===== config.mk =====
export PLATFORM = sky130hd
export DESIGN_NAME = irq_exception_sequencer_flat
export DESIGN_NICKNAME = d
export VERILOG_FILES = /design/src/rtl/irq_exception_sequencer_if.sv /design/src/rtl/irq_exception_sequencer.sv /design/src/flat_wrapper.sv
export SDC_FILE = /design/constraint.sdc
export NUM_CORES = 1
export LEC_CHECK = 0
export ABC_AREA = 1
export ABC_CLOCK_PERIOD_IN_PS = 3100
export CORE_ASPECT_RATIO = 0.7
export CORE_UTILIZATION = 49
export CTS_CLUSTER_SIZE = 24
export DETAILED_ROUTE_END_ITERATION = 10
export PLACE_DENSITY = 0.9
export REMOVE_ABC_BUFFERS = 1
export SYNTH_ARGS = -nofsm -noshare
export SYNTH_HDL_FRONTEND = slang
export SYNTH_SLANG_ARGS = --single-unit

===== constraint.sdc =====
create_clock -name clk -period 3.1 [get_ports clk]
set_clock_uncertainty 0.05 [all_clocks]
set_input_delay 0.62 -clock clk [delete_from_list [all_inputs] [get_ports clk]]
set_output_delay 0.62 -clock clk [all_outputs]
set_load 0.05 [all_outputs]

===== src/rtl/irq_exception_sequencer_if.sv =====
// irq_exception_sequencer_if: pipeline/coprocessor-0 exception signals between sequencer and its environment
interface irq_exception_sequencer_if #(parameter int NUM_IRQ = 4);
  logic [NUM_IRQ-1:0] irq_i;
  logic [31:0]        pc_i;
  logic               pc_valid_i;
  logic               syscall_i;
  logic               eret_i;
  logic               int_en_i;
  logic [31:0]        epc_i;
  logic [31:0]        epc_w_o;
  logic [4:0]         cause_o;
  logic               write_epc_o;
  logic               write_cause_o;
  logic               write_int_o;
  logic               int_en_w_o;
  logic               stall_o;
  logic               redirect_o;
  logic [31:0]        redirect_pc_o;
  logic [NUM_IRQ-1:0] irq_ack_o;
  modport master (
    input  irq_i, pc_i, pc_valid_i, syscall_i, eret_i, int_en_i, epc_i,
    output epc_w_o, cause_o, write_epc_o, write_cause_o, write_int_o, int_en_w_o,
           stall_o, redirect_o, redirect_pc_o, irq_ack_o
  );
  modport slave (
    output irq_i, pc_i, pc_valid_i, syscall_i, eret_i, int_en_i, epc_i,
    input  epc_w_o, cause_o, write_epc_o, write_cause_o, write_int_o, int_en_w_o,
           stall_o, redirect_o, redirect_pc_o, irq_ack_o
  );
endinterface


===== src/rtl/irq_exception_sequencer.sv =====
// irq_exception_sequencer: sequences coprocessor-0 strobes and fetch redirects for irq/syscall/eret
module irq_exception_sequencer #(
  parameter int          NUM_IRQ       = 4,
  parameter logic [31:0] VECTOR_ADDR   = 32'h0000_0008,
  parameter logic [4:0]  SYSCALL_CAUSE = 5'd8
) (
  input logic clk,
  input logic rst,
  irq_exception_sequencer_if.master bus
);
  localparam logic [2:0] IDLE     = 3'd0;
  localparam logic [2:0] SAVE     = 3'd1;
  localparam logic [2:0] MASK     = 3'd2;
  localparam logic [2:0] JUMP     = 3'd3;
  localparam logic [2:0] RET_EN   = 3'd4;
  localparam logic [2:0] RET_JUMP = 3'd5;
  logic [2:0]         state_q, state_d;
  logic [NUM_IRQ-1:0] pending_q, pending_d, irq_dly_q, irq_dly_d, ack;
  logic [31:0]        pc_q, pc_d, rpc_q, rpc_d;
  logic [4:0]         cause_q, cause_d;
  logic [2:0]         idx_q, idx_d, sel;
  logic               is_irq_q, is_irq_d;
  // lowest-index pending line and the one-hot acknowledge of the line being serviced
  always_comb begin
    sel = '0;
    ack = '0;
    for (int k = NUM_IRQ - 1; k >= 0; k--) begin
      sel    = pending_q[k] ? 3'(k) : sel;
      ack[k] = state_q == JUMP && is_irq_q && idx_q == 3'(k);
    end
  end
  // next state: edge latching always runs, acceptance only from IDLE with eret > syscall > irq
  always_comb begin
    state_d   = state_q;
    pc_d      = pc_q;
    cause_d   = cause_q;
    idx_d     = idx_q;
    is_irq_d  = is_irq_q;
    irq_dly_d = bus.irq_i;
    pending_d = (pending_q & ~ack) | (bus.irq_i & ~irq_dly_q);
    rpc_d     = state_q == JUMP ? VECTOR_ADDR : state_q == RET_JUMP ? bus.epc_i : rpc_q;
    if (state_q != IDLE) begin
      state_d = state_q == SAVE ? MASK : state_q == MASK ? JUMP : state_q == RET_EN ? RET_JUMP : IDLE;
    end else if (bus.pc_valid_i && bus.eret_i) begin
      state_d = RET_EN;
    end else if (bus.pc_valid_i && bus.syscall_i) begin
      state_d  = SAVE;
      pc_d     = bus.pc_i + 32'd4;
      cause_d  = SYSCALL_CAUSE;
      is_irq_d = 1'b0;
    end else if (bus.pc_valid_i && bus.int_en_i && |pending_q) begin
      state_d  = SAVE;
      pc_d     = bus.pc_i;
      cause_d  = 5'b10000 | {2'b00, sel};
      idx_d    = sel;
      is_irq_d = 1'b1;
    end
  end
  // outputs decode from state; epc/cause/redirect target hold their last values in IDLE
  always_comb begin
    bus.epc_w_o       = pc_q;
    bus.cause_o       = cause_q;
    bus.write_epc_o   = state_q == SAVE;
    bus.write_cause_o = state_q == SAVE;
    bus.write_int_o   = state_q == MASK || state_q == RET_EN;
    bus.int_en_w_o    = state_q == RET_EN;
    bus.stall_o       = state_q != IDLE || state_d != IDLE;
    bus.redirect_o    = state_q == JUMP || state_q == RET_JUMP;
    bus.redirect_pc_o = rpc_d;
    bus.irq_ack_o     = ack;
  end
  // state registers with synchronous reset that aborts any sequence in flight
  always_ff @(posedge clk) begin
    if (rst) begin
      state_q   <= IDLE;
      pending_q <= '0;
      irq_dly_q <= '0;
      pc_q      <= '0;
      rpc_q     <= '0;
      cause_q   <= '0;
      idx_q     <= '0;
      is_irq_q  <= 1'b0;
    end else begin
      state_q   <= state_d;
      pending_q <= pending_d;
      irq_dly_q <= irq_dly_d;
      pc_q      <= pc_d;
      rpc_q     <= rpc_d;
      cause_q   <= cause_d;
      idx_q     <= idx_d;
      is_irq_q  <= is_irq_d;
    end
  end
endmodule


===== src/flat_wrapper.sv =====
// flat-port wrapper written by rule: the top's interface ports become plain ports
module irq_exception_sequencer_flat 
#(
  parameter int          NUM_IRQ       = 4,
  parameter logic [31:0] VECTOR_ADDR   = 32'h0000_0008,
  parameter logic [4:0]  SYSCALL_CAUSE = 5'd8
)
  (clk, rst, bus_irq_i, bus_pc_i, bus_pc_valid_i, bus_syscall_i, bus_eret_i, bus_int_en_i, bus_epc_i, bus_epc_w_o, bus_cause_o, bus_write_epc_o, bus_write_cause_o, bus_write_int_o, bus_int_en_w_o, bus_stall_o, bus_redirect_o, bus_redirect_pc_o, bus_irq_ack_o);
  irq_exception_sequencer_if #(.NUM_IRQ(NUM_IRQ)) bus_i ();
  input logic clk;
  input logic rst;
  input wire logic [$bits(bus_i.irq_i)-1:0] bus_irq_i;
  input wire logic [$bits(bus_i.pc_i)-1:0] bus_pc_i;
  input wire logic [$bits(bus_i.pc_valid_i)-1:0] bus_pc_valid_i;
  input wire logic [$bits(bus_i.syscall_i)-1:0] bus_syscall_i;
  input wire logic [$bits(bus_i.eret_i)-1:0] bus_eret_i;
  input wire logic [$bits(bus_i.int_en_i)-1:0] bus_int_en_i;
  input wire logic [$bits(bus_i.epc_i)-1:0] bus_epc_i;
  output wire logic [$bits(bus_i.epc_w_o)-1:0] bus_epc_w_o;
  output wire logic [$bits(bus_i.cause_o)-1:0] bus_cause_o;
  output wire logic [$bits(bus_i.write_epc_o)-1:0] bus_write_epc_o;
  output wire logic [$bits(bus_i.write_cause_o)-1:0] bus_write_cause_o;
  output wire logic [$bits(bus_i.write_int_o)-1:0] bus_write_int_o;
  output wire logic [$bits(bus_i.int_en_w_o)-1:0] bus_int_en_w_o;
  output wire logic [$bits(bus_i.stall_o)-1:0] bus_stall_o;
  output wire logic [$bits(bus_i.redirect_o)-1:0] bus_redirect_o;
  output wire logic [$bits(bus_i.redirect_pc_o)-1:0] bus_redirect_pc_o;
  output wire logic [$bits(bus_i.irq_ack_o)-1:0] bus_irq_ack_o;
  assign bus_i.irq_i = bus_irq_i;
  assign bus_i.pc_i = bus_pc_i;
  assign bus_i.pc_valid_i = bus_pc_valid_i;
  assign bus_i.syscall_i = bus_syscall_i;
  assign bus_i.eret_i = bus_eret_i;
  assign bus_i.int_en_i = bus_int_en_i;
  assign bus_i.epc_i = bus_epc_i;
  assign bus_epc_w_o = bus_i.epc_w_o;
  assign bus_cause_o = bus_i.cause_o;
  assign bus_write_epc_o = bus_i.write_epc_o;
  assign bus_write_cause_o = bus_i.write_cause_o;
  assign bus_write_int_o = bus_i.write_int_o;
  assign bus_int_en_w_o = bus_i.int_en_w_o;
  assign bus_stall_o = bus_i.stall_o;
  assign bus_redirect_o = bus_i.redirect_o;
  assign bus_redirect_pc_o = bus_i.redirect_pc_o;
  assign bus_irq_ack_o = bus_i.irq_ack_o;
  irq_exception_sequencer #(.NUM_IRQ(NUM_IRQ), .VECTOR_ADDR(VECTOR_ADDR), .SYSCALL_CAUSE(SYSCALL_CAUSE)) u_core (.clk(clk), .rst(rst), .bus(bus_i));
endmodule

==> results of run 1 <==
## power by group
| group | total (mW) | switching [mW] | leakage [nW] | internal (mW) |
|---|---|---|---|---|
| Sequential | 1.18 | 0.0493 | 0.662 | 1.13 |
| Clock | 1.12 | 0.413 | 0.146 | 0.704 |
| Combinational | 1.16 | 0.714 | 1.94 | 0.447 |
## registers in the layout, indices dropped and copies added (netlist names)
name                count
u_core.bus.cause_o      4
u_core.bus.epc_w_o     32
u_core.rpc_q           32
u_core.irq_dly_q        4
u_core.state_q          3
u_core.pending_q        4
u_core.idx_q            2
## final timing paths
kind | start | end | slack [ns] | cells after the start
min | u_core.bus.cause_o[0]$_SDFFE_PP0P_ | u_core.bus.cause_o[0]$_SDFFE_PP0P_ | 0.44 | 2
max | u_core.state_q[2]$_SDFF_PP0_ | bus_redirect_o | 0.24 | 4
max reg2reg | u_core.state_q[0]$_SDFF_PP0_ | u_core.bus.epc_w_o[14]$_SDFFE_PP0P_ | 1.24 | 8
min reg2reg | u_core.bus.cause_o[0]$_SDFFE_PP0P_ | u_core.bus.cause_o[0]$_SDFFE_PP0P_ | 0.44 | 2
## routing by layer
layer,GRT usage (%),wire [um]
met1,33.7,5220
met4,10.4,307
met2,51.0,6310
met3,6.45,896
met5,0,0
## synthesized netlist by cell type (3+ instances only)
library cell and n:
a21oi_1 34, inv_1 76, nand4_1 9, xor2_1 9, nand2_1 79, nor2_4 4
nor2_1 97, nor4_1 28, nor4_2 4, inv_2 5, buf_4 6, clkbuf_1 15
buf_2 3, clkbuf_2 3, o21ai_0 24, xnor2_1 8, nand3_1 30, or2_2 32
dfxtp_1 81, nor3_1 34
## timing repair
action	CTS	global route
buffers inserted	0	0
endpoints found under the setup margin	0	9
resized for setup	0	1
hold buffers	0	0
## stage by stage
stage | setup slack (ns) | TNS [ns]
floorplan | -0.0982 | -2.95
global placement | 0.551 | 0
detailed placement | 0.475 | 0
CTS | 0.0921 | 0
global route | 0.153 | 0
finish | 0.236 | 0
## worst reg2reg max path, cell delays in order, from the launching register on
cell and delay [ns]:
dfxtp_1 0.35, inv_2 0.08, nand2_2 0.09, nor3_2 0.23, nand2_2 0.10, inv_2 0.06, buf_4 0.43, o21ai_0 0.19
a21oi_1 0.20
## cell families (layout without fill, tap and decap cells)
logic type,count (synthesis),after routing,share of synthesized area [%]
xor+xnor,17,17,3.52
flops,81,81,38.4
compound gates,66,66,8.17
other cells,1,1,0.0887
fa+ha+maj,1,1,0.296
buf+inv,112,254,10.9
simple gates,330,330,38.7
## cell type report
class	count	area (sq um)
fillers	562	1670
flip-flops and latches	81	1620
inverters	82	314
well taps	101	126
repair buffers	156	1910
multi-input cells	415	2150
clock buffers	11	233
clock inverters	5	80.1
==> qor.txt, run 1 <==
Post-Route WL - 12700 um
CP Class - flip-flop to primary output
Mapped Area - 4230 sq um
Final ANT Viol Nets - 0
total gr overflow - 0
Slew headroom - 42.2%
H-Tree Depth - 3
row cnt - 27
largest net degree at the start of global routing - 64
vias in the first global route - 4377
# DRC - 0
post-synthesis sequential area ratio - 38.4%
average routed wire per standard cell - 15.0 um
Max Cap Viol - 0
Non-Filler Instances - 851
Synth Register Bits - 81
Period minus WS final - 2.86 ns
Post-Synthesis Cells - 608
Clock Sinks - 81
# diodes - 0
core area - 8110 sq um
Worst path slowest cell - clkdlybuf4s50_1
CP Launch Type - flip-flop
dpl hpwl - 9260 um
Async S/R FF share, synth - 0%
Peak VDD IR - 0.359 mV
IO Port Bufs - 151
CTS Buf Count - 9
critical path's largest stage delay - 0.82 ns
I/O Pins - 153
CP endpoint kind - primary output
worst min-delay path category - flip-flop to flip-flop
Finish-stage setup viols - 0
# nets final - 820
worst-skew pair later-pin latency - 0.33 ns
share of cells above drive strength 1 - 15.5%
worst-path cell chain - nand3_2, buf_4, nand2_1, clkdlybuf4s50_1
Area Growth Syn to Fin - 52.2%
Die Height - 79.7 um
vias per cell - 5.39
arrival time at the worst endpoint - 2.19 ns
CP delay by family, top - buffers and inverters
Root Buffer Master - clkbuf_16
ys flop type - dfxtp_1
placed insts - 835
synth warn - 0
initial antenna violation count - 0
Hold Slack - 0.438 ns
commonest non-fill, non-tap cell in the layout - clkdlybuf4s50_1
Unique masters post-synth - 40
FMAX - 349 MHz
most frequent cells in the layout - 113 x clkdlybuf4s50_1, 97 x nor2_1, 81 x dfxtp_1
final period utilization - 92.4%
routability cong. - 0.909
unrepaired setup endpoints after global routing - false
Finished Cell Area - 6430 sq um
Total GRT Usage - 28.6%
Cell Area, Placed - 6120 sq um
status - completed
Die X - 113 um
via count - 4588
Avg Cell Area, Syn - 6.95 sq um
EDFF count, synth - 0
total power - 3.46 mW
leading area contributor after synthesis - dfxtp_1
Synth top area share - 38.4%
first-pass GRT wire length - 20300 um
die footprint - 9010 sq um
Iter 0 DRT Violations - 351
Worst Path Buf+Inv - 2
leading post-synthesis cells by cell area - dfxtp_1 38%, nor2_1 8.6%, nand2_1 7.0%, inv_1 6.7%, or2_2 4.7%
Hold Vio Cnt, Final - 0
CTS tree - done
clk slew on worst S/H paths - 0.06 ns
Static Leak - 2.74 nW
Starting Density - 52.1%
Cell Pwr Density - 538 nW/um^2
Worst-Margin Slew - 0.865 ns
Core Util, Final - 79.4%
CP required - 2.43 ns
Crit Path Max Fanout - 33
clk buf depth - 2
drt first pass iters - 5
Slew Viols, Final - 0
Note: power is estimated with default switching activity, not from simulation.
==> inputs of run 2 (changes only) <==
--- a/config.mk
+++ b/config.mk
@@ -7,12 +7,12 @@
 export LEC_CHECK = 0
 export ABC_AREA = 1
 export ABC_CLOCK_PERIOD_IN_PS = 3100
+export CAP_MARGIN = 20
 export CORE_ASPECT_RATIO = 0.7
 export CORE_UTILIZATION = 49
 export CTS_CLUSTER_SIZE = 24
 export DETAILED_ROUTE_END_ITERATION = 10
 export PLACE_DENSITY = 0.9
-export REMOVE_ABC_BUFFERS = 1
 export SYNTH_ARGS = -nofsm -noshare
 export SYNTH_HDL_FRONTEND = slang
 export SYNTH_SLANG_ARGS = --single-unit
==> qor.txt, run 2 (synthesis gave the netlist of run 1 again) <==
Clock Sinks - 81
die footprint - 9010 sq um
Slew Viols, Final - 0
routability cong. - 0.890
# DRC - 0
average routed wire per standard cell - 15.4 um
CTS tree - done
worst min-delay path category - flip-flop to flip-flop
CP endpoint kind - primary output
Hold Path Origin - u_core.bus.cause_o[0]$_SDFFE_PP0P_
clk slew on worst S/H paths - 0.06 ns
CP Launch Point - u_core.state_q[2]$_SDFF_PP0_
IO Port Bufs - 151
arrival time at the worst endpoint - 2.20 ns
Root Buffer Master - clkbuf_16
Finish-stage setup viols - 0
share of cells above drive strength 1 - 15.7%
worst r2r path cells - 9
dpl hpwl - 9840 um
reg2reg end - u_core.bus.epc_w_o[24]$_SDFFE_PP0P_
CP Launch Type - flip-flop
Clock power frac - 33.1%
sequential power share - 33.7%
# diodes - 0
Slew headroom - 38.7%
initial antenna violation count - 0
FILL cells - 568
Total GRT Usage - 29.7%
commonest non-fill, non-tap cell in the layout - clkdlybuf4s50_1
r2r setup slk - 1.13 ns
Syn Nets - 683
largest net degree at the start of global routing - 58
Final ANT Viol Nets - 0
H-Tree Depth - 3
Crit Path Max Fanout - 31
clk buf depth - 2
CP required - 2.43 ns
Period minus WS final - 2.87 ns
Iter 0 DRT Violations - 346
Max Cap Viol - 0
CP Class - flip-flop to primary output
reg2reg start - u_core.state_q[1]$_SDFF_PP0_
I/O Pins - 153
sw frac - 34.2%
pre-CTS WS - 0.390 ns
Post-Route WL - 13100 um
status - completed
most frequent cells in the layout - 113 x clkdlybuf4s50_1, 97 x nor2_1, 81 x dfxtp_1
Hold Vio Cnt, Final - 0
Area Growth Syn to Fin - 52.6%
Hold Path Stages - 2
Starting Density - 52.1%
Final WS setup - 0.235 ns
via count - 4520
FMAX - 349 MHz
unrepaired setup endpoints after global routing - false
Cell Pwr Density - 545 nW/um^2
Static Leak - 2.76 nW
total power - 3.51 mW
Hold Slack - 0.434 ns
core area - 8110 sq um
CTS Buf Count - 9
Comb pwr share - 33.1%
Post-CTS Hold Buffers - 0
# nets final - 820
row cnt - 27
final period utilization - 92.4%
vias in the first global route - 4238
Die X - 113 um
worst-skew pair later-pin latency - 0.33 ns
Int Pwr - 2.31 mW
drt first pass iters - 5
vias per cell - 5.31
Hold Path End - u_core.bus.cause_o[0]$_SDFFE_PP0P_
Die Height - 79.7 um
Worst-Margin Slew - 0.918 ns
first-pass GRT wire length - 20700 um
Peak VDD IR - 0.406 mV
total gr overflow - 0
setup TNS - 0 ns
P_sw - 1.20 mW
## run 2: worst max path at each step
stage / endpoint / slack [ns] / cells past startpoint
2_1_floorplan: bus_stall_o / 0.39 / 5
3_3_place_gp: bus_redirect_pc_o[29] / 0.53 / 6
3_5_place_dp: bus_redirect_pc_o[29] / 0.39 / 6
4_1_cts: bus_redirect_pc_o[29] / 0.02 / 6
5_1_grt: bus_redirect_pc_o[29] / 0.11 / 6
6_report: bus_redirect_pc_o[29] / 0.23 / 6
## run 2: area by class of cell
| type | count | area (sq um) | share of cell area, % |
|---|---|---|---|
| multi-input cells | 415 | 2150 | 33.3 |
| repair buffers | 156 | 1910 | 29.7 |
| flip-flops and latches | 81 | 1620 | 25.1 |
| inverters | 82 | 314 | 4.87 |
| clock buffers | 10 | 239 | 3.70 |
| well taps | 101 | 126 | 1.96 |
| clock inverters | 6 | 91.3 | 1.42 |
## run 2: repair_timing
action,CTS,global route
setup endpoints to repair,0,31
endpoints found under the hold margin,0,0
gates resized for setup,0,1
setup buffers,0,0
## run 2: per-stage QoR
| stage | utilization [%] | cells | area (sq um) |
|---|---|---|---|
| final | 79.6 | 851 | 6450 |
| after global routing | 79.6 | 851 | 6450 |
| after CTS | 79.5 | 851 | 6450 |
| after detailed placement | 75.5 | 835 | 6120 |
| after global placement | 75.5 | 835 | 6120 |
| after floorplan | - | 608 | 4230 |
## run 2: per-layer routing
layer	GRT usage [%]	part of all wire (%)	routed length (um)
met1	40.0	46	5990
met3	5.32	7.0	919
met2	47.2	45	5850
met5	0	0	0
met4	12.4	2.9	378
## run 2: critical path: stages, from the launching register on
cell        delay [ns]
dfxtp_1           0.45
nand3_2           0.24
clkinvlp_4        0.36
or2_2             0.18
inv_1             0.05
nor3_1            0.37
buf_12            0.20
## run 2: power by group through the flow
stage / Combinational [mW] / Clock [mW] / Sequential, mW
final: 1.16 / 1.16 / 1.19
after global placement: 1.13 / 0 / 1.20
after floorplan: 0.483 / 0 / 1.40
after global routing: 1.23 / 1.22 / 1.19
after detailed placement: 1.15 / 0 / 1.20
after CTS: 1.16 / 1.17 / 1.18
